`config.mk`:
```
export PLATFORM = sky130hd
export DESIGN_NAME = uart_rx_os_flat
export DESIGN_NICKNAME = d
export VERILOG_FILES = /design/src/rtl/uart_rx_os_pkg.sv /design/src/rtl/uart_rx_os_if.sv /design/src/rtl/uart_rx_os_baud_tick.sv /design/src/rtl/uart_rx_os.sv /design/src/flat_wrapper.sv
export SDC_FILE = /design/constraint.sdc
export NUM_CORES = 1
export LEC_CHECK = 0
export CAP_MARGIN = 5
export CORE_UTILIZATION = 30
export CTS_BUF_LIST = sky130_fd_sc_hd__clkbuf_8 sky130_fd_sc_hd__clkbuf_16
export DETAILED_ROUTE_END_ITERATION = 6
export HOLD_SLACK_MARGIN = 0.12
export PLACE_DENSITY_LB_ADDON = 0.12
export RECOVER_POWER = 25
export SLEW_MARGIN = 20
export SYNTH_ARGS = -nofsm -noshare
export SYNTH_HDL_FRONTEND = slang
export SYNTH_SLANG_ARGS = --single-unit
```
`constraint.sdc`:
```
create_clock -name clk -period 2.9 [get_ports clk]
set_clock_uncertainty 0.1 [all_clocks]
set_input_delay 0.29 -clock clk [delete_from_list [all_inputs] [get_ports clk]]
set_output_delay 0.29 -clock clk [all_outputs]
set_load 0.02 [all_outputs]
```
`src/rtl/uart_rx_os_pkg.sv`:
```
// Shared definitions for the 16x-oversampled UART receiver.
//   rx_state_e  : receiver FSM states
//   OVERSAMPLE  : ticks per bit window
//   VOTE_SC     : sample-counter value at which the majority vote is taken
//   DEF_DIV_*   : default prescaler divisors (50 MHz board clock)
//   maj3        : 2-of-3 majority helper
package uart_rx_os_pkg;

    typedef enum logic [2:0] {
        StIdle,
        StStart,
        StData,
        StParity,
        StStop
    } rx_state_e;

    localparam int unsigned OVERSAMPLE = 16;
    localparam int unsigned VOTE_SC    = 9;

    localparam int unsigned DEF_DIV_0 = 326;
    localparam int unsigned DEF_DIV_1 = 163;
    localparam int unsigned DEF_DIV_2 = 54;
    localparam int unsigned DEF_DIV_3 = 27;

    function automatic logic maj3(input logic a, input logic b, input logic c);
        return (a & b) | (a & c) | (b & c);
    endfunction

endpackage

```
`src/rtl/uart_rx_os_if.sv`:
```
// Consumer-side bus of the UART receiver: holding register, handshake and status.
//   Received : holding register byte        rx_valid : holding register full
//   rx_ack   : consumer pops the register   rx_Done  : 1-clk pulse on frame commit
//   rx_Busy  : frame in progress            Error    : framing error pulse
//   par_err  : parity error pulse           overrun  : sticky overrun flag
// master = receiver, slave = consumer.
interface uart_rx_os_if;
    logic [7:0] Received;
    logic       rx_valid;
    logic       rx_ack;
    logic       rx_Done;
    logic       rx_Busy;
    logic       Error;
    logic       par_err;
    logic       overrun;

    modport master (
        output Received, rx_valid, rx_Done, rx_Busy, Error, par_err, overrun,
        input  rx_ack
    );

    modport slave (
        input  Received, rx_valid, rx_Done, rx_Busy, Error, par_err, overrun,
        output rx_ack
    );
endinterface

```
`src/rtl/uart_rx_os_baud_tick.sv`:
```
// Prescaler producing the 16x oversampling tick.
//   clk      : board clock
//   rx_rst   : synchronous active-high reset
//   load     : restart the count and latch the divisor selected by baud_sel
//   baud_sel : divisor select, only looked at while load is high
//   tick     : high for one clk when the count reaches DIV-1
module uart_rx_os_baud_tick
    import uart_rx_os_pkg::*;
#(
    parameter int unsigned DIV_W = 10,
    parameter int unsigned DIV_0 = DEF_DIV_0,
    parameter int unsigned DIV_1 = DEF_DIV_1,
    parameter int unsigned DIV_2 = DEF_DIV_2,
    parameter int unsigned DIV_3 = DEF_DIV_3
) (
    input  logic       clk,
    input  logic       rx_rst,
    input  logic       load,
    input  logic [1:0] baud_sel,
    output logic       tick
);

    logic [DIV_W-1:0] cnt_q;
    logic [DIV_W-1:0] div_q;
    logic [DIV_W-1:0] div_sel;

    always_comb begin
        div_sel = DIV_W'(DIV_0);
        case (baud_sel)
            2'd1:    div_sel = DIV_W'(DIV_1);
            2'd2:    div_sel = DIV_W'(DIV_2);
            2'd3:    div_sel = DIV_W'(DIV_3);
            default: div_sel = DIV_W'(DIV_0);
        endcase
    end

    assign tick = (cnt_q == div_q - DIV_W'(1));

    // Divisor is frozen between loads so baud_sel may change mid-frame.
    always_ff @(posedge clk) begin
        if (rx_rst) begin
            cnt_q <= '0;
            div_q <= DIV_W'(DIV_0);
        end else if (load) begin
            cnt_q <= '0;
            div_q <= div_sel;
        end else if (tick) begin
            cnt_q <= '0;
        end else begin
            cnt_q <= cnt_q + DIV_W'(1);
        end
    end

endmodule

```
`src/rtl/uart_rx_os.sv`:
```
// 16x-oversampled UART receiver: 1 start, 8 data LSB first, optional even parity, 1 stop.
//   clk      : board clock
//   rx_rst   : synchronous active-high reset
//   rx_en    : 0 holds the receiver idle and aborts any frame in progress
//   baud_sel : divisor select, latched at start detection
//   rx_data  : asynchronous serial input, idle high
//   bus      : holding register / status bus (master side)
module uart_rx_os
    import uart_rx_os_pkg::*;
#(
    parameter bit          PARITY_EN = 1'b0,
    parameter int unsigned DIV_W     = 10,
    parameter int unsigned DIV_0     = DEF_DIV_0,
    parameter int unsigned DIV_1     = DEF_DIV_1,
    parameter int unsigned DIV_2     = DEF_DIV_2,
    parameter int unsigned DIV_3     = DEF_DIV_3
) (
    input  logic               clk,
    input  logic               rx_rst,
    input  logic               rx_en,
    input  logic [1:0]         baud_sel,
    input  logic               rx_data,
    uart_rx_os_if.master       bus
);

    logic       rx_meta, rxs;
    logic       line_armed;
    rx_state_e  state;
    logic [3:0] sc;
    logic [2:0] idx;
    logic [7:0] sh;
    logic       s7, s8;
    logic       par_bad;
    logic       tick, start_det, vote_now, win_end, vote;

    logic [7:0] recv_q;
    logic       valid_q, done_q, busy_q, err_q, perr_q, ovr_q;

    assign bus.Received = recv_q;
    assign bus.rx_valid = valid_q;
    assign bus.rx_Done  = done_q;
    assign bus.rx_Busy  = busy_q;
    assign bus.Error    = err_q;
    assign bus.par_err  = perr_q;
    assign bus.overrun  = ovr_q;

    always_ff @(posedge clk) begin
        if (rx_rst) begin
            rx_meta <= 1'b1;
            rxs     <= 1'b1;
        end else begin
            rx_meta <= rx_data;
            rxs     <= rx_meta;
        end
    end

    assign start_det = rx_en && (state == StIdle) && line_armed && !rxs;

    uart_rx_os_baud_tick #(
        .DIV_W (DIV_W),
        .DIV_0 (DIV_0),
        .DIV_1 (DIV_1),
        .DIV_2 (DIV_2),
        .DIV_3 (DIV_3)
    ) u_baud_tick (
        .clk      (clk),
        .rx_rst   (rx_rst),
        .load     (start_det),
        .baud_sel (baud_sel),
        .tick     (tick)
    );

    // Vote on the tick that moves sc to VOTE_SC; window closes on the 15->0 wrap.
    assign vote_now = tick && (sc == 4'(VOTE_SC - 1));
    assign win_end  = tick && (sc == 4'(OVERSAMPLE - 1));
    assign vote     = maj3(s7, s8, rxs);

    always_ff @(posedge clk) begin
        if (rx_rst) begin
            state      <= StIdle;
            line_armed <= 1'b0;
            sc         <= '0;
            idx        <= '0;
            sh         <= '0;
            s7         <= 1'b1;
            s8         <= 1'b1;
            par_bad    <= 1'b0;
            recv_q     <= '0;
            valid_q    <= 1'b0;
            done_q     <= 1'b0;
            busy_q     <= 1'b0;
            err_q      <= 1'b0;
            perr_q     <= 1'b0;
            ovr_q      <= 1'b0;
        end else begin
            done_q <= 1'b0;
            err_q  <= 1'b0;
            perr_q <= 1'b0;
            if (bus.rx_ack) begin
                valid_q <= 1'b0;
                ovr_q   <= 1'b0;
            end
            if (tick) begin
                sc <= sc + 4'd1;
                if (sc == 4'd6) s7 <= rxs;
                if (sc == 4'd7) s8 <= rxs;
            end

            if (!rx_en) begin
                state      <= StIdle;
                busy_q     <= 1'b0;
                line_armed <= 1'b0;
            end else begin
                unique case (state)
                    StIdle: begin
                        if (rxs) begin
                            line_armed <= 1'b1;
                        end else if (line_armed) begin
                            state   <= StStart;
                            busy_q  <= 1'b1;
                            sc      <= '0;
                            par_bad <= 1'b0;
                        end
                    end
                    StStart: begin
                        if (vote_now && vote) begin
                            state  <= StIdle;
                            busy_q <= 1'b0;
                        end else if (win_end) begin
                            state <= StData;
                            idx   <= '0;
                        end
                    end
                    StData: begin
                        if (vote_now) sh[idx] <= vote;
                        if (win_end) begin
                            if (idx == 3'd7) state <= PARITY_EN ? StParity : StStop;
                            else             idx   <= idx + 3'd1;
                        end
                    end
                    StParity: begin
                        if (vote_now) par_bad <= vote ^ (^sh);
                        if (win_end)  state   <= StStop;
                    end
                    StStop: begin
                        // Commit mid-stop so a following start edge is not missed;
                        // disarming stops a held-low break from retriggering.
                        if (vote_now) begin
                            state      <= StIdle;
                            line_armed <= 1'b0;
                            busy_q     <= 1'b0;
                            recv_q     <= sh;
                            valid_q    <= 1'b1;
                            done_q     <= 1'b1;
                            err_q      <= ~vote;
                            perr_q     <= PARITY_EN & par_bad;
                            if (valid_q && !bus.rx_ack) ovr_q <= 1'b1;
                        end
                    end
                    default: state <= StIdle;
                endcase
            end
        end
    end

endmodule

```
`src/flat_wrapper.sv`:
```
// flat-port wrapper written by rule: the top's interface ports become plain ports
module uart_rx_os_flat import uart_rx_os_pkg::*;
#(
    parameter bit          PARITY_EN = 1'b0,
    parameter int unsigned DIV_W     = 10,
    parameter int unsigned DIV_0     = DEF_DIV_0,
    parameter int unsigned DIV_1     = DEF_DIV_1,
    parameter int unsigned DIV_2     = DEF_DIV_2,
    parameter int unsigned DIV_3     = DEF_DIV_3
)
  (clk, rx_rst, rx_en, baud_sel, rx_data, bus_Received, bus_rx_valid, bus_rx_Done, bus_rx_Busy, bus_Error, bus_par_err, bus_overrun, bus_rx_ack);
  uart_rx_os_if bus_i ();
  input  logic clk;
  input  logic rx_rst;
  input  logic rx_en;
  input  logic [1:0] baud_sel;
  input  logic rx_data;
  output wire logic [$bits(bus_i.Received)-1:0] bus_Received;
  output wire logic [$bits(bus_i.rx_valid)-1:0] bus_rx_valid;
  output wire logic [$bits(bus_i.rx_Done)-1:0] bus_rx_Done;
  output wire logic [$bits(bus_i.rx_Busy)-1:0] bus_rx_Busy;
  output wire logic [$bits(bus_i.Error)-1:0] bus_Error;
  output wire logic [$bits(bus_i.par_err)-1:0] bus_par_err;
  output wire logic [$bits(bus_i.overrun)-1:0] bus_overrun;
  input wire logic [$bits(bus_i.rx_ack)-1:0] bus_rx_ack;
  assign bus_Received = bus_i.Received;
  assign bus_rx_valid = bus_i.rx_valid;
  assign bus_rx_Done = bus_i.rx_Done;
  assign bus_rx_Busy = bus_i.rx_Busy;
  assign bus_Error = bus_i.Error;
  assign bus_par_err = bus_i.par_err;
  assign bus_overrun = bus_i.overrun;
  assign bus_i.rx_ack = bus_rx_ack;
  uart_rx_os #(.PARITY_EN(PARITY_EN), .DIV_W(DIV_W), .DIV_0(DIV_0), .DIV_1(DIV_1), .DIV_2(DIV_2), .DIV_3(DIV_3)) u_core (.clk(clk), .rx_rst(rx_rst), .rx_en(rx_en), .baud_sel(baud_sel), .rx_data(rx_data), .bus(bus_i));
endmodule
```
# Word level (Yosys, flattened, before mapping)
# Cells that the tools add are included.
[totals]
regBits = 56
latchBits = 0
ramBits = 0
mem_bits_ro = 0
inputBits = 7
out_inout_bits = 14
wordCells = 123
n_memories = 0
[op_classes]
n_addsub = 4
mul = 0
n_div = 0
magnitude_cmp = 2
eq_ne = 25
n_shift = 0
n_mux = 40
bitwise_logic = 9
n_reduce_logical = 26
[ops]
columns = ["cell", "n"]
rows = [
  ["3-bit 2-to-1 mux", 12],
  ["9-bit case mux with 3 select lines", 1],
  ["4-bit 2-to-1 mux", 5],
  ["1-bit 2-to-1 mux", 16],
  ["2-bit by 1-bit != test with 1-bit output, second input constant", 8],
  ["3-bit case mux with 5 select lines", 1],
  ["10-bit by 1-bit adder with 10-bit output, second input constant", 1],
  ["10-bit equality test", 1],
  ["10-bit by 1-bit subtractor with 10-bit output, second input constant", 1],
  ["3-bit AND reduction", 3],
  ["8-bit bitwise mux", 1],
  ["4-bit by 3-bit equality test with 1-bit output, second input constant", 2],
  ["4-bit equality test, second input constant", 2],
  ["1-bit logical AND", 8],
  ["7-bit AND reduction", 1],
  ["3-bit by 2-bit equality test with 1-bit output, second input constant", 2],
  ["3-bit equality test, second input constant", 2],
  ["2-bit != test, second input constant", 3],
  ["3-bit case mux with 2 select lines", 1],
  ["6-bit AND reduction", 1],
  ["3-bit OR reduction", 2],
  ["5-bit AND reduction", 1],
  ["4-bit by 1-bit adder with 4-bit output, second input constant", 1],
  ["2-bit equality test, second input constant", 2],
  ["other kinds (19)", 28],
]

# Longest topological paths before layout
[depth]
ltp_word = 7
depth_mapped = 8
depth_no_buf = 8

# By module
# A second synthesis with hierarchy kept.
[unflattened]
cells_unflattened = 266
hier_area_um2 = 2484.9
[modules_own_cells]
columns = ["module", "instances", "cells_each", "area_per_inst_um2", "seq_area_each_um2"]
rows = [
  ["uart_rx_os", 1, 176, 1649.1, 720.7],
  ["uart_rx_os_baud_tick", 1, 90, 835.8, 340.3],
]

# Worst setup path before layout
# No wires, ideal clock.
[synth_timing]
path_kind = "flip-flop to flip-flop"
start = "register u_core.u_baud_tick.cnt_q[5]"
end = "register u_core.sh[4]"
setup_ps = 72
arrival_ps = 2052
required_time_ps = 2728
slack_ps = 676
path_stages_with_launch = 7
path_buffers = 0
synth_period_minus_slack_ps = 2224
cell_sequence = "dfxtp_1 xor2_1 or4_4 nor4_4 nand4_1 nor3_2 mux2i_1"
[synth_between]
elab_chain_len = 3
[synth_rtl]
columns = ["item", "line", "rtl"]
rows = [
  ["start, declared", "uart_rx_os_baud_tick.sv:23", "logic [DIV_W-1:0] cnt_q;"],
  ["start signal, assigned", "uart_rx_os_baud_tick.sv:50", "cnt_q <= cnt_q + DIV_W'(1);"],
  ["10-bit equality test", "uart_rx_os_baud_tick.sv:37", "assign tick = (cnt_q == div_q - DIV_W'(1));"],
  ["1-bit logical AND", "uart_rx_os.sv:74", "assign vote_now = tick && (sc == 4'(VOTE_SC - 1));"],
  ["3-bit AND reduction (no line)", "-", ""],
  ["end signal, assigned by index", "uart_rx_os.sv:135", "if (vote_now) sh[idx] <= vote;"],
  ["end, declared", "uart_rx_os.sv:31", "logic [7:0] sh;"],
]
# No other way between the ends.
# A chain may end at the register's enable or synchronous reset.

# Final worst setup path
[layout_timing]
start = "register u_core.u_baud_tick.cnt_q[5]"
end = "register u_core.state[1]"
[layout_between]
elab_chain_len = 5
word_cells_on_any_way = 11
cone_classes = "eq/ne (5); mux (2); reduce/logical (4)"
[layout_rtl]
columns = ["item", "line", "rtl"]
rows = [
  ["10-bit equality test *", "uart_rx_os_baud_tick.sv:37", ""],
  ["1-bit logical AND", "uart_rx_os.sv:74", ""],
  ["1-bit logical AND", "uart_rx_os.sv:126", "if (vote_now && vote) begin"],
  ["3-bit by 1-bit != test with 1-bit output (no line) or 3-bit 2-to-1 mux (tied branches)", "-", ""],
  ["7-bit AND reduction (no line) or 3-bit case mux with 5 select lines (tied branches)", "-", ""],
  ["end signal, assigned", "uart_rx_os.sv:80", "state <= StIdle;"],
  ["end signal, assigned", "uart_rx_os.sv:127", "state <= StIdle;"],
  ["end signal, assigned", "uart_rx_os.sv:130", "state <= StData;"],
  ["end, declared", "uart_rx_os.sv:28", "rx_state_e state;"],
]
# Every way passes the cells marked *; elsewhere a longest branch is shown, timed or not.

==> metrics.csv <==
metric,value,unit
outcome,completed,
ir_drop,0.000189,V
gp_congestion,0.738,
cts_tree,yes,
postRouteAntennaNets,0,
setup_violations,0,
fin_ws,0.537,ns
ys_types,52,
syn_area_per_cell,8.93,um^2
grt_util_met1,18.0,%
power_density,412,nW/um^2
synth-compound-area-share,11.1,%
synthAdderAreaFrac,5.31,%
tns,0,ns
core,8220,um^2
synth_edf_count,0,
cts-root-buf,clkbuf_8,
num_rows,33,
synthFlopType,dfxtp_1,
path_max_fanout,13,
grt_setup_unrepaired,no,
drt_iter0_markers,59,
top_usage_layer,met2,
yosysTopAreaCellShare,41.7,%
grt_pass1_vias,1699,
syn_inst,285,
synthesis.area,2540,um^2
syn2layout_area_growth,14.8,%
max_freq,423,MHz
synth_mux_area_share,7.08,%
ys_ff_latch,53,
synth_top_family_by_area,simple AND/OR/NAND/NOR gates,
drt_pass1_iterations,4,
hold_viol,0,
drive_gt1_share,6.56,%
worst_pin_slew,0.602,ns
cp_slowest_stage_delay,0.56,ns
port_buffers,19,
vias,1928,
synth_top_cell_by_area,dfxtp_1,
maxCapViolations,0,
place_hpwl,3.88,mm
grt_pass1_wl,8.58,mm
dpl_worst_slack,0.547,ns
register_area,1060,um^2
cp.arrival,2.46,ns
synth_xor_area_share,5.16,%
drc,0,
worstPathRequired,2.99,ns
wire_per_inst,12.8,um
numCtsBuffers,5,
final_nets,321,
worstHoldPathType,reg2reg,
worst_path_max_delay_cell,or4_4,
via_per_inst,4.70,
antenna_found_initial,0,
clock-sinks,53,
diodes,0,
synth_fp_nets,302,
ys_warn_count,0,
crit_type,reg2reg,
post-route-period-util,81.5,%
post-route-min-period,2.36,ns
wl,5.24,mm
end_kind,flop,
ios,21,
cts-htree-levels,2,
ys_top_cells_by_area,"dfxtp_1, mux2i_1, nor2_1",
fillers,882,
cellLeakagePower,1.16,nW
dieArea,8850,um^2
grtUsageMet3,2.75,%
slew_violations,0,
die_x,94.1,um
insertion_delay,0.30,ns
grt_max_degree,25,
relSlewSlack,59.9,%
cts_resized,0,
grt_util_met2,18.6,%
multiInputGateArea,1390,um^2
yosys.area_share.simple,25.7,%
start_util,31.0,%
yosysSeqAreaShare,41.7,%
hold_buffers,0,
stdcell_count,410,
gr-total-overflow,0,
holdWs,0.319,ns
dp_cells,402,
post-cts-setup-buffers,0,
async_flop_share,0,%
die_y,94.1,um
path_clk_slew,0.09,ns
crit_chain,xor2_1 > or4_4 > nor4_4 > buf_4 > a31o_2 > o211ai_1 > mux2i_1,
power.total,1.20,mW
cts_buffer_depth,2,
track_usage,12.6,%
start_kind,flop,
[metrics by stage]
step	area, um^2	util, %
after floorplan	2540	-
after global placement	2840	34.6
after detailed placement	2840	34.6
after CTS	2930	35.6
after global routing	2920	35.5
final	2920	35.5
[Yosys cell counts, types with 2 or more instances]
library cell	number
clkbuf_1	7
o31ai_1	6
nor2_1	45
or2_2	4
nor3_1	7
nor2b_1	7
xnor2_1	6
nand4_1	5
and3_1	4
and2_1	6
inv_1	10
buf_2	2
nand2_1	9
a211oi_1	2
a21oi_1	10
nand3b_1	3
o21ai_0	11
nand2b_1	14
dfxtp_1	53
ha_1	10
nand3_1	7
mux2i_1	18
o211ai_1	2
xor2_1	9
[logic make-up after synthesis]
| kind of cell | Yosys count |
|---|---|
| buffers and inverters | 22 |
| other | 1 |
| muxes | 18 |
| xor gates and xnor gates | 15 |
| adders and majority gates | 11 |
| DFF | 53 |
| and+or+nand+nor | 122 |
| AOI/OAI and AO/OA | 43 |
[metal layers]
metal  routed length (um)  share of wire, %
met1                 2810                54
met2                 2250                43
met3                  109               2.1
met4                   65               1.2
met5                    0                 0
[cells in the final DEF (no fill, tap or decap), drive strengths merged, types with 10 or more instances in the layout]
cell type / instances
dfxtp: 53
nor2: 46
mux2i: 18
nand2b: 14
inv: 12
o21ai: 11
dlygate4sd3: 11
a21oi: 10
ha: 10
[flip-flops by register name, indices dropped and copies added, names as in the netlist]
register	cells
u_core.bus.Error	1
u_core.bus.Received	8
u_core.bus.overrun	1
u_core.bus.rx_Busy	1
u_core.bus.rx_Done	1
u_core.bus.rx_valid	1
u_core.idx	3
u_core.line_armed	1
u_core.rx_meta	1
u_core.rxs	1
u_core.s7	1
u_core.s8	1
u_core.sc	4
u_core.sh	8
u_core.state	3
u_core.u_baud_tick.cnt_q	10
u_core.u_baud_tick.div_q	7
[report_power, final]
part           total [mW]  internal [mW]  switching (mW)
logic              0.0605         0.0257          0.0348
clock network       0.402          0.165           0.237
registers           0.741          0.734         0.00713
total                1.20          0.924           0.279
[worst max-delay path: cells and delay by family (launching register included)]
kind                   cells  cell delay [ns]
flip-flops                 1             0.36
buffers and inverters      1             0.28
XOR/XNOR                   1             0.16
AND/OR/NAND/NOR            2             0.92
multiplexers               1             0.14
AO/OA/AOI/OAI              2             0.30
[final timing paths]
check,from,to,slack (ns),depth (start not counted)
hold reg to reg,u_core.rx_meta,u_core.rxs,0.32,1
setup / recovery,u_core.u_baud_tick.cnt_q[5],u_core.state[1],0.54,7
hold / removal,u_core.rx_meta,u_core.rxs,0.32,1
setup reg to reg,u_core.u_baud_tick.cnt_q[5],u_core.state[1],0.54,7
[layout make-up]
class,instances,area share (%)
Clock buffer,5,2.36
Tap cell,105,4.50
Multi-Input combinational cell,210,47.5
Sequential cell,53,36.3
Timing Repair Buffer,24,7.54
Inverter,10,1.29
Clock inverter,3,0.514
Note: power is estimated with default switching activity, not from simulation.
